===== src/rtl/isu_fetch_ctrl.sv =====
// Fetch sequencer: ROM read issued the cycle after start/redirect, word presented 2 cycles later; 1 instr/cycle.
// Backpressure: 2-entry output buffer, issue stalls when buffer + in-flight would exceed 2. Optional ISU_FETCH_PERF_EN adds perf counters.
module isu_fetch_ctrl #(
  parameter int A_WIDTH = 32,
  parameter int D_WIDTH = 32,
  parameter logic [A_WIDTH-1:0] RESET_PC = '0
) (
  input  logic               clk,
  input  logic               rst,
  input  logic               start,
  input  logic               stop,
  input  logic               redirect_valid,
  input  logic [A_WIDTH-1:0] redirect_pc,
  output logic               mem_en,
  output logic [A_WIDTH-1:0] mem_addr,
  input  logic [D_WIDTH-1:0] mem_dout,
  output logic               out_valid,
  input  logic               out_ready,
  output logic [D_WIDTH-1:0] out_instr,
  output logic [A_WIDTH-1:0] out_pc,
  output logic               busy
`ifdef ISU_FETCH_PERF_EN
  ,
  output logic [31:0]        perf_fetch_cnt,
  output logic [31:0]        perf_stall_cnt
`endif
);

  typedef enum logic [1:0] {S_IDLE, S_RUN, S_DRAIN} state_t;

  state_t             state, state_nxt;
  logic [A_WIDTH-1:0] pc;
  logic [A_WIDTH-1:0] inflight_pc;
  logic               inflight;
  logic [1:0]         count, count_nxt;
  logic [D_WIDTH-1:0] b1_instr;
  logic [A_WIDTH-1:0] b1_pc;
  logic               pop, cap, issue, wr_b1, busy_nxt;
  logic [2:0]         occ;
  logic               unused_rpc_lsb;

  assign unused_rpc_lsb = ^redirect_pc[1:0];

  assign pop   = out_valid & out_ready;
  // A redirect squashes the word returning this cycle.
  assign cap   = inflight & ~redirect_valid;
  assign occ   = 3'(count) + 3'(inflight) - 3'(pop);
  assign issue = (state == S_RUN) & ~redirect_valid & ~stop & (occ < 3'd2);

  assign mem_en   = issue;
  assign mem_addr = pc;

  assign wr_b1     = (count == 2'd2) | ((count == 2'd1) & ~pop);
  assign count_nxt = redirect_valid ? 2'd0 : (count + {1'b0, cap} - {1'b0, pop});

  always_comb begin
    state_nxt = state;
    case (state)
      S_IDLE:  if (!redirect_valid && start) state_nxt = S_RUN;
      S_RUN:   if (!redirect_valid && stop)  state_nxt = S_DRAIN;
      S_DRAIN: if (redirect_valid || (count == 2'd0 && !inflight)) state_nxt = S_IDLE;
      default: state_nxt = S_IDLE;
    endcase
  end

  assign busy_nxt = (state_nxt != S_IDLE) | (count_nxt != 2'd0) | issue;

  always_ff @(posedge clk) begin
    if (rst) begin
      state       <= S_IDLE;
      pc          <= RESET_PC;
      inflight    <= 1'b0;
      inflight_pc <= '0;
      count       <= 2'd0;
      out_valid   <= 1'b0;
      out_instr   <= '0;
      out_pc      <= '0;
      b1_instr    <= '0;
      b1_pc       <= '0;
      busy        <= 1'b0;
    end else begin
      state     <= state_nxt;
      count     <= count_nxt;
      out_valid <= (count_nxt != 2'd0);
      busy      <= busy_nxt;
      inflight  <= issue;
      if (issue) begin
        inflight_pc <= pc;
        pc          <= pc + A_WIDTH'(4);
      end
      if (redirect_valid)
        pc <= {redirect_pc[A_WIDTH-1:2], 2'b00};
      if (!redirect_valid) begin
        if (pop) begin
          out_instr <= b1_instr;
          out_pc    <= b1_pc;
        end
        // Capture lands behind whatever survives this cycle's pop.
        if (cap) begin
          if (wr_b1) begin
            b1_instr <= mem_dout;
            b1_pc    <= inflight_pc;
          end else begin
            out_instr <= mem_dout;
            out_pc    <= inflight_pc;
          end
        end
      end
    end
  end

`ifdef ISU_FETCH_PERF_EN
  always_ff @(posedge clk) begin
    if (rst) begin
      perf_fetch_cnt <= '0;
      perf_stall_cnt <= '0;
    end else begin
      if (pop)
        perf_fetch_cnt <= perf_fetch_cnt + 32'd1;
      if (out_valid && !out_ready)
        perf_stall_cnt <= perf_stall_cnt + 32'd1;
    end
  end
`endif

endmodule


===== config.mk =====
export PLATFORM = sky130hd
export DESIGN_NAME = isu_fetch_ctrl
export DESIGN_NICKNAME = d
export VERILOG_FILES = /design/src/rtl/isu_fetch_ctrl.sv
export SDC_FILE = /design/constraint.sdc
export NUM_CORES = 1
export LEC_CHECK = 0
export ABC_AREA = 1
export CORE_MARGIN = 1
export CORE_UTILIZATION = 45
export CTS_BUF_LIST = sky130_fd_sc_hd__clkbuf_4
export CTS_CLUSTER_SIZE = 20
export DETAILED_ROUTE_END_ITERATION = 10
export PLACE_DENSITY = 0.7
export SYNTH_ARGS = -nofsm -noshare
export SYNTH_HDL_FRONTEND = slang
export SYNTH_SLANG_ARGS = --single-unit
export TNS_END_PERCENT = 100

===== constraint.sdc =====
create_clock -name clk -period 6.7 [get_ports clk]
set_input_delay 1.34 -clock clk [delete_from_list [all_inputs] [get_ports clk]]
set_output_delay 1.34 -clock clk [all_outputs]
set_load 0.02 [all_outputs]

# After elaboration in Yosys (flattened, before gate mapping)

Index checks and enable logic that the tools add are counted.

$add $sub $neg: 5
$lt $le $gt $ge: 1
Eq/ne operators: 4
Mux-type cells: 13
Bitwise logic cells: 12
Reduce and logical (&&, ||, !) cells: 13

Operator list:

| cell                                                        | number |
|---|---|
| 2-to-1 mux 32 bit                                           | 8 |
| adder 32 x 3 -> 32 bit (second input constant)              | 1 |
| 2-to-1 mux 2 bit                                            | 4 |
| bitwise AND 1 bit                                           | 6 |
| one-hot mux 2 bit (3 select lines)                          | 1 |
| nonzero test 2 bit                                          | 3 |
| == test 2 x 1 -> 1 bit (second input constant)              | 2 |
| == test 2 bit (second input constant)                       | 2 |
| logical NOT 2 bit                                           | 2 |
| adder 2 x 1 -> 3 bit                                        | 1 |
| logical AND 1 bit                                           | 3 |
| less-than comparator 3 x 2 -> 1 bit (second input constant) | 1 |
| NOT 1 bit                                                   | 3 |
| bitwise OR 1 bit                                            | 3 |
| AND reduction 3 bit                                         | 1 |
| subtractor 3 x 1 -> 3 bit                                   | 1 |
| adder 2 x 1 -> 2 bit                                        | 1 |
| logical NOT 1 bit                                           | 2 |
| OR reduction 2 bit                                          | 1 |
| subtractor 2 x 1 -> 2 bit                                   | 1 |
| logical OR 1 bit                                            | 1 |

Flip-flop bits (word level): 199
Output and inout port bits: 99
Word-level logic and storage cells: 60

# Logic depth before layout (Yosys ltp)

Gate-level depths: netlist of run 1.

Depth in word-level cells: 8
Depth in mapped cells: 18
Mapped depth without buffers: 16

# Worst setup path after synthesis of run 1

OpenSTA, ideal clock, no wires.

Kind: input -> output
Start: in out_ready
End: out mem_en
Arrival: 3.397 ns
Data required time: 5.360 ns
Slack: 1.963 ns
Stages: 10
Buffers on the path: 3
Path through: nand2_1 -> inv_2 -> buf_2 -> ha_1 -> or2_2 -> fa_1 -> nand2_1 -> nor2_4 -> buf_6 -> buf_4

Longest elaborated chain between the ends: 4

Ends and longest elaborated chain:

| element                             | line | RTL |
|---|---|---|
| from (decl)                         | 18   | `input logic out_ready,` |
| bitwise AND 1 bit                   | 44   | `assign pop = out_valid & out_ready;` |
| subtractor 3 x 1 -> 3 bit           | 47   | `assign occ = 3'(count) + 3'(inflight) - 3'(pop);` |
| less-than comparator 3 x 2 -> 1 bit | 48   | `assign issue = (state == S_RUN) & ~redirect_valid & ~stop & (occ < 3'd2);` |
| bitwise AND 1 bit                   | 48   |  |
| to (decl)                           | 14   | `output logic mem_en,` |

Every way passes these cells.

# Worst setup path after layout of run 1

Ends and elaborated chain as after synthesis.

==> results of run 1 <==
state kept, by name, indices dropped and copies added (netlist names):
register,cells
b1_pc,30
out_valid,1
count,2
out_pc,32
state,2
mem_addr,30
inflight_pc,30
b1_instr,32
inflight,1
busy,1
out_instr,32
metrics by stage:
step	setup slack, ps	utilization [%]	cell area, um^2	total power, mW	instances
detailed placement	1400	54.4	10200	1.41	1542
global placement	1410	54.4	10200	1.41	1542
finish	1400	55.9	10500	2.01	1575
CTS	1380	55.9	10500	2.03	1574
floorplan	1960	-	8630	1.32	1218
global route	1300	55.9	10500	2.10	1575
power by group:
part	switching (mW)	internal (mW)	total [mW]	leakage, nW
logic	0.109	0.0857	0.195	1.98
registers	0.0248	1.17	1.19	1.56
clock network	0.429	0.198	0.627	0.150
metal layers:
layer | up-vias | global-route usage [%]
met5 | - | 0
met4 | 0 | 6.98
met3 | 22 | 3.97
met2 | 222 | 36.3
met1 | 3677 | 33.0
li1 | 4186 | -
kinds of logic after synthesis:
group	after synthesis	synth area share, %
fa+ha+maj	5	0.812
buf+inv	164	8.37
simple gates	478	23.0
other cells	1	0.0435
flops	193	44.8
xor+xnor	11	1.12
compound gates	365	21.9
layout make-up:
type	count	area, um^2
Clock buffer	17	128
Antenna cell	1	2.50
Inverter	82	308
Fill cell	1853	8280
Sequential cell	193	3860
Tap cell	234	293
Clock inverter	15	151
Multi-Input combinational cell	861	4040
Timing Repair Buffer	172	1700
worst paths after layout:
kind	start	cells after the start	slack, ps	to
max reg2reg	out_valid	14	3610	mem_addr[11]
min reg2reg	out_pc[1]	2	460	out_pc[1]
max	out_ready	9	1400	mem_en
min	out_pc[1]	2	460	out_pc[1]
Yosys cell counts, types with 2 or more instances:
master,instances,share of area (%)
a211oi_2,4,0.58
a21oi_1,187,11
a22oi_1,2,0.17
a31oi_1,4,0.29
and2_1,2,0.15
buf_1,6,0.26
buf_2,21,1.2
buf_4,8,0.70
buf_6,6,0.78
clkbuf_1,39,1.7
dfxtp_1,193,45
ha_1,4,0.58
inv_1,77,3.4
inv_2,4,0.17
nand2_1,268,12
nand2_2,3,0.22
nand3_1,40,2.3
nand3_2,2,0.23
nor2_1,134,5.8
nor2_2,6,0.44
nor2_4,8,1.0
nor3_1,8,0.46
o21ai_0,154,8.9
o21ai_1,9,0.52
or2_2,3,0.22
xnor2_1,5,0.51
xor2_1,6,0.61
worst max-delay path, stage by stage:
cell and delay (ps):
clkdlybuf4s50_1 460, nand2_1 140, inv_2 90, ha_1 210
or2_2 300, fa_1 520, nand2_1 110, nor2_4 160
clkdlybuf4s50_1 630
==> results.md, run 1 <==
- Clk buf depth: 2
- Crit-path max FO: 4
- Synth Area per Inst: 7.09 um^2
- Post-synth top flop: dfxtp_1
- PwrDens: between 150 and 200 mW/mm^2
- Worst Setup Start Kind: input pin
- WS Path Type: input pin to output port
- Die W: 140 um
- Die ar.: about 0.020 mm^2
- First-pass GRT wire length: ~37 mm
- RSZ-0062 raised after global routing: false
- Data required time of the critical path: 5360 ps
- Final Cycle Share: 79.1%
- Area Growth Syn to Fin: 21.6%
- I/O Buffers: roughly 160
- Post_cts resized: 0
- Endpoints failing hold: 0
- Synth unique cells: 41
- Fmax: around 190 MHz
- Total GRT Usage: between 20% and 30%
- Largest net degree at the start of global routing: between 70 and 80
- Total wire length: around 23 mm
- Clock Sinks: approximately 190
- Synth Warn #: 0
- Worst-Margin Slew: between 1000 and 1500 ps
- Total CTS buffers: 17
- Most frequent cells in the layout: nand2_1, dfxtp_1, a21oi_1, clkdlybuf4s50_1, o21ai_0
- Worst VDD drop: 0.0934 mV
- Status: complete, no violations
- TNS Setup: 0 ps
- Nets: ~1,400
- Routed len/inst: approximately 14 um
- Ports: approximately 170
- Post-synth ARST share: 0%
- Top routing layer in use: met4
- Critical Path End Type: output port
- CTS tree: done
- Via density: 5.15
- Final setup vio count: 0
- Min Clock Period, post-route: 5300 ps
- #FFs+latches synth: 193
- Min Hold Slack: about 460 ps
- DRT antenna net count: 0
- Post-CTS Setup Bufs: 0
- Post-DP HPWL: between 10 and 15 mm
- Site row count: 50
- Total grt overflow: 0
- Worst Path Arrival: slightly below 4000 ps
- Post-CTS Hold Buffers: 0
- Share of layout cells above drive strength 1: under 10%
- Initial antenna violation count: 1
- Clk slew on worst S/H paths: 170 ps
- TritonRoute pass-1 iters: 5
- RD Place Congestion: 0.836
- Sequential share of the synthesized area: approximately 45%
- DRT met1 WL: around 11 mm
- EDFF count, synth: 0
- Clock Latency Late Sink: between 500 and 600 ps
- Routed vias: between 8,000 and 9,000
- Met2 routed WL: 9.88 mm
- DIE HEIGHT: about 140 um
- DR DRC count: 0
- Core area: between 0.015 and 0.02 mm^2
- Post-Synthesis Cells: about 1,200
- Relative slew margins: about a quarter
- Met3 wire length: approximately 1.2 mm
- Max Slew Vio Count: 0
- Htree depth: 4
- Number of global-route vias before repair: between 7,000 and 8,000
- Max-cap viol count: 0
- Leakage dissipation: 3.69 nW
- Post-Syn Area: around 0.0086 mm^2
- DR iter-0 viols: 401
- Commonest non-fill, non-tap cell in the layout: nand2_1
- Worst hold path class: register to register
- CTS root buffer: clkbuf_4
- Final Skew: between 20 and 25 ps
- Initial core utilization: a little under half
Power figures use the tool's default switching activity.
==> run 2, diff against run 1 <==
Clock period 6.7 ns to 5 ns, I/O delays scaled along.
==> run 2 against run 1 <==
Power grew 36%; clock skew shrank 2.5 ps; critical endpoint unchanged; largest cell class unchanged; first-iteration DRC count grew 39%; largest power group unchanged.
==> results.md, run 2 (synthesis results as in run 1) <==
- Min Clock Period, post-route: about 4600 ps
- I/O Buffers: 164 (unchanged)
- Sw Pwr: 741 uW (+32%)
- Biggest regs: b1_instr x32, out_instr x32, out_pc x32
- Final Cycle Share: between 90% and 100%
- Htree depth: 4 (unchanged)
- Pre-CTS setup slack: 372 ps (-1030 ps)
- Post-route cell area: 0.0105 mm^2 (+0.39%)
- DIE HEIGHT: 140 um (unchanged)
- Via density: 5.11 (-0.77%)
- Routed len/inst: 14.2 um (-1.6%)
- Number of global-route vias before repair: 7,308 (+0.59%)
- CTS root buffer: clkbuf_4
- Leakage dissipation: 3.71 nW (+0.49%)
- DR iter-0 viols: 557 (+39%)
- Worst VDD drop: 0.137 mV (+47%)
- Die ar.: 0.0197 mm^2 (unchanged)
- Ports: 169 (unchanged)
- DR DRC count: 0 (unchanged)
- Net Sw Frac: 27.1% (-0.82 points)
- Flop pwr share: 58.5% (-0.7 points)
- CTS tree: done
- Worst-Margin Slew: 1110 ps (+2.49 ps)
- Worst Setup Start Kind: input pin
- RD Place Congestion: 0.855 (+2.3%)
- Final WS setup: 363 ps (-1030 ps)
- Worst Path Arrival: 3640 ps (-320 ps)
- DRT antenna net count: 0 (unchanged)
- Max-cap viol count: 0 (unchanged)
- CP max stage delay: 620 ps (about the same)
- Crit-path cells: clkdlybuf4s50_1, nand2_1, inv_2, ha_1, or2_2, fa_1, nand2_1, nor2_4, clkdlybuf4s50_1
- Clock Latency Late Sink: 580 ps (about the same)
- Clk buf depth: 2 (unchanged)
- PwrDens: 260 mW/mm^2 (+35%)
- Nets: 1,403 (+0.071%)
- Most frequent cells in the layout: nand2_1, dfxtp_1, a21oi_1, clkdlybuf4s50_1, o21ai_0
- Post-CTS Setup Bufs: 0 (unchanged)
- Data required time of the critical path: 4000 ps (-1360 ps)
- Site row count: 50 (unchanged)
- Final setup vio count: 0 (unchanged)
- TNS Setup: 0 ps (unchanged)
- Share of layout cells above drive strength 1: 5.74% (+0.22 points)
- Final Skew: 20.2 ps (-2.48 ps)
- Crit path max-delay cell type: clkdlybuf4s50_1
- Core area: 0.0188 mm^2 (unchanged)
- FF-to-FF Start: out_valid
- Total grt overflow: 0 (unchanged)
- Endpoints failing hold: 0 (unchanged)
- Post_cts resized: 0 (unchanged)
- Crit-path max FO: 4 (unchanged)
- Hold Path Origin: out_pc[1]
- Critical Path End Type: output port
- Status: complete, no violations
- Cell-internal power: 1.99 mW (+37%)
- Logic pwr share: 9.5% (-0.2 points)
- Largest net degree at the start of global routing: 125 (+71%)
- First-pass GRT wire length: 37.0 mm (+0.39%)
- Critical path origin: out_ready
- Routed vias: 8,050 (-0.70%)
- Clk slew on worst S/H paths: 160 ps (about the same)
- Clock power frac: 32.0% (+0.9 points)
- TritonRoute pass-1 iters: 5 (unchanged)
- Post-CTS Hold Buffers: 0 (unchanged)
- Total CTS buffers: 17 (unchanged)
- Initial antenna violation count: 1 (unchanged)
- Total GRT Usage: 23.3% (about the same)
- Commonest non-fill, non-tap cell in the layout: nand2_1
- Total wire length: 22.4 mm (-1.5%)
- Fmax: roughly 220 MHz
- Area Growth Syn to Fin: 22.0%
- WS Path Type: input pin to output port
- Internal reg-to-reg setup slack: 2040 ps (-1570 ps)
- Tot Pwr: 2.73 mW (+36%)
- Max Slew Vio Count: 0 (unchanged)
- Die W: 140 um (unchanged)
- Clock Sinks: 193 (unchanged)
- RSZ-0062 raised after global routing: false
- Post-DP HPWL: 14.3 mm (-1.3%)
- Placed Area: 0.0102 mm^2 (+0.20%)
- Initial core utilization: 46.0% (unchanged)
- Worst hold path class: register to register
- Relative slew margins: 25.7% (-0.058 points)
[run 2: cell count changes in the layout (fill, tap and decap cells not counted)]
cell	before	now
clkinvlp_4	1	2
clkinv_1	2	0
inv_6	3	4
buf_12	0	1
clkinv_2	0	1
inv_8	4	2
bufinv_16	1	2
[run 2: worst paths after layout]
| check | endpoint | cells after the start |
|---|---|---|
| max | mem_en | 9 |
| min | out_pc[1] | 2 |
| max reg2reg | mem_addr[13] | 13 |
| min reg2reg | out_pc[1] | 2 |
[run 2: power groups by stage]
stage                     Combinational, mW  Clock (mW)  Sequential (mW)
after floorplan                       0.123           0             1.64
after global placement                0.258           0             1.63
after detailed placement              0.261           0             1.63
after CTS                             0.262       0.904             1.60
after global routing                  0.287       0.961             1.60
final                                 0.261       0.874             1.60
[run 2: cell type report]
type	instances	area (um^2)
repair buffers	173	1720
inverters	82	308
flip-flops and latches	193	3860
diodes	1	2.50
well taps	234	293
clock buffers	17	128
multi-input cells	861	4040
clock inverters	15	173
fillers	1838	8240
[run 2: metrics by stage]
step	util [%]	hold slack, ps	instances
after global placement	54.5	436	1543
after floorplan	-	438	1218
after global routing	56.1	481	1576
final	56.1	452	1576
after detailed placement	54.5	437	1543
after CTS	56.1	456	1575
[run 2: critical path: cells and delay by family]
kind          cells  cell delay [ps]
buf+inv           3             1170
simple gates      4              720
fa+ha+maj         2              730
[run 2: per-layer routing]
metal  part of all wire [%]  global-route usage (%)  vias up
li1                       -                       -     4200
met1                     50                    33.5     3610
met2                     43                    35.5      222
met3                    5.2                    4.24       18
met4                    1.4                    6.86        0
met5                      0                       0        -
==> run 3, diff against run 2 <==
Settings changed: PLACE_DENSITY 0.7 to unset, PLACE_DENSITY_LB_ADDON set to 0.2.
==> run 3 against run 2 <==
Sequential power hardly changed; non-clock buffer count is 1 higher; combinational power hardly changed; critical path type unchanged; critical endpoint unchanged; largest power group unchanged; highest routed layer unchanged.
==> results.md, run 3 (synthesis results as in run 1) <==
- Post-CTS Setup Bufs: 0 (unchanged)
- Worst Path Arrival: 3600 ps (-40 ps)
- Worst hold path class: register to register
- Via density: 5.13 (+0.47%)
- Total grt overflow: 0 (unchanged)
- TNS Setup: 0 ps (unchanged)
- Routed len/inst: 14.1 um (-0.62%)
- Dpl cells: 1,544 (+0.065%)
- I/O Buffers: 164 (unchanged)
- Data required time of the critical path: 4000 ps (about the same)
- PwrDens: 257 mW/mm^2 (-1.1%)
- Largest net degree at the start of global routing: 125 (unchanged)
- Final Skew: 25.6 ps (+5.49 ps)
- Area Growth Syn to Fin: 21.7%
- Die ar.: 0.0197 mm^2 (unchanged)
- Final Cycle Share: 92.0% (-0.76 points)
- TritonRoute pass-1 iters: 5 (unchanged)
- WS Path Type: input pin to output port
- Total GRT Usage: 23.1% (-0.24 points)
- Endpoints failing hold: 0 (unchanged)
- RSZ-0062 raised after global routing: false
- First-pass GRT wire length: 36.6 mm (-1.0%)
- Final WS setup: 401 ps (+38.0 ps)
- Post-Layout Cell Count: 1,577 (+0.063%)
- Max-cap viol count: 0 (unchanged)
- Worst VDD drop: 0.131 mV (-4.8%)
- Initial antenna violation count: 1 (unchanged)
- Hold Path Stages: 2 (unchanged)
- Clk slew on worst S/H paths: 160 ps (about the same)
- Site row count: 50 (unchanged)
- Total CTS buffers: 17 (unchanged)
- FF-to-FF Start: out_valid
- Post_cts resized: 0 (unchanged)
- Commonest non-fill, non-tap cell in the layout: nand2_1
- Nets: 1,404 (+0.071%)
- CTS tree: done
- Crit path max-delay cell type: clkdlybuf4s50_1
- Crit-path cells: clkdlybuf4s50_1, nand2_1, inv_2, ha_1, or2_2, fa_1, nand2_1, nor2_4, clkdlybuf4s50_1
- Initial core utilization: 46.0% (unchanged)
- RD Place Congestion: 0.836 (-2.2%)
- Worst Setup Start Kind: input pin
- Final setup vio count: 0 (unchanged)
- DRT antenna net count: 0 (unchanged)
- Internal reg-to-reg setup slack: 2030 ps (about the same)
- CTS root buffer: clkbuf_4
- Status: complete, no violations
- Clk buf depth: 2 (unchanged)
- Number of global-route vias before repair: 7,152 (-2.1%)
- Reg-to-reg endpoint: mem_addr[25]
- Total wire length: 22.3 mm (-0.55%)
- Fmax: 217 MHz (+0.82%)
- Post-CTS Hold Buffers: 0 (unchanged)
- Worst-Margin Slew: 1120 ps (+8.71 ps)
- DIE HEIGHT: 140 um (unchanged)
- Critical Path End Type: output port
- Core area: 0.0188 mm^2 (unchanged)
- Die W: 140 um (unchanged)
- Crit-path max FO: 4 (unchanged)
- DR DRC count: 0 (unchanged)
- Biggest regs: b1_instr x32, out_instr x32, out_pc x32
- Most frequent cells in the layout: nand2_1, dfxtp_1, a21oi_1, clkdlybuf4s50_1, o21ai_0
- CP max stage delay: 620 ps (about the same)
- Worst Path Buf+Inv: 3 (unchanged)
- Clock Latency Late Sink: 590 ps (about the same)
- Hold Path Origin: out_pc[0]
- Family with the most delay on the worst path: buffers and inverters
- R2R cell count: 17 (+4)
- Hold EP: out_pc[0]
- Ports: 169 (unchanged)
- Relative slew margins: 25.1% (-0.58 points)
- Routed vias: 8,093 (+0.53%)
- DR iter-0 viols: 500 (-10%)
- Max Slew Vio Count: 0 (unchanged)
- Clock Sinks: 193 (unchanged)
- Post-DP HPWL: 14.1 mm (-0.98%)
- Leakage dissipation: 3.70 nW (-0.34%)
- Htree depth: 4 (unchanged)
- Min Clock Period, post-route: 4600 ps (-38.0 ps)
- Share of layout cells above drive strength 1: 5.74% (about the same)
- Pre-CTS setup slack: 404 ps (+32.3 ps)
==> run 3: area by class of cell <==
type / instances / area [um^2]
Fill cell: 1812 / 8270
Multi-Input combinational cell: 861 / 4040
Sequential cell: 193 / 3860
Timing Repair Buffer: 174 / 1710
Inverter: 82 / 308
Tap cell: 234 / 293
Clock inverter: 15 / 146
Clock buffer: 17 / 128
Antenna cell: 1 / 2.50
==> run 3: where the power goes <==
group          total (mW)  internal, mW  switching (mW)
clock network       0.837         0.262           0.575
logic               0.260         0.115           0.145
registers            1.60          1.57          0.0340
total                2.70          1.94           0.755
==> run 3: worst max-delay path by stage <==
stage	startpoint	endpoint	slack, ps	depth (start not counted)
after CTS	out_ready	mem_en	400	9
after global routing	out_ready	mem_en	300	9
after global placement	out_ready	mem_en	440	9
after detailed placement	out_ready	mem_en	400	9
final	out_ready	mem_en	400	9
after floorplan	out_ready	mem_en	940	10
==> run 3: metrics by stage <==
stage | util, % | instance area [um^2] | hold slack (ps) | total power [mW]
floorplan | - | 8630 | 438 | 1.77
global placement | 54.5 | 10200 | 438 | 1.89
detailed placement | 54.5 | 10200 | 436 | 1.89
CTS | 55.9 | 10500 | 455 | 2.72
global route | 55.9 | 10500 | 473 | 2.81
finish | 55.9 | 10500 | 453 | 2.70
==> run 3: layer usage <==
metal	GRT usage (%)	up-vias	share of wire, %
met5	0	-	0
met4	7.67	0	1.7
met3	3.59	29	5.1
met2	34.1	236	42
met1	34.1	3624	51
li1	-	4204	-
==> run 3: worst min-delay path: stages (launching register included) <==
cell and delay (ps):
dfxtp_1 340, nand2_1 60, nor2_1 40
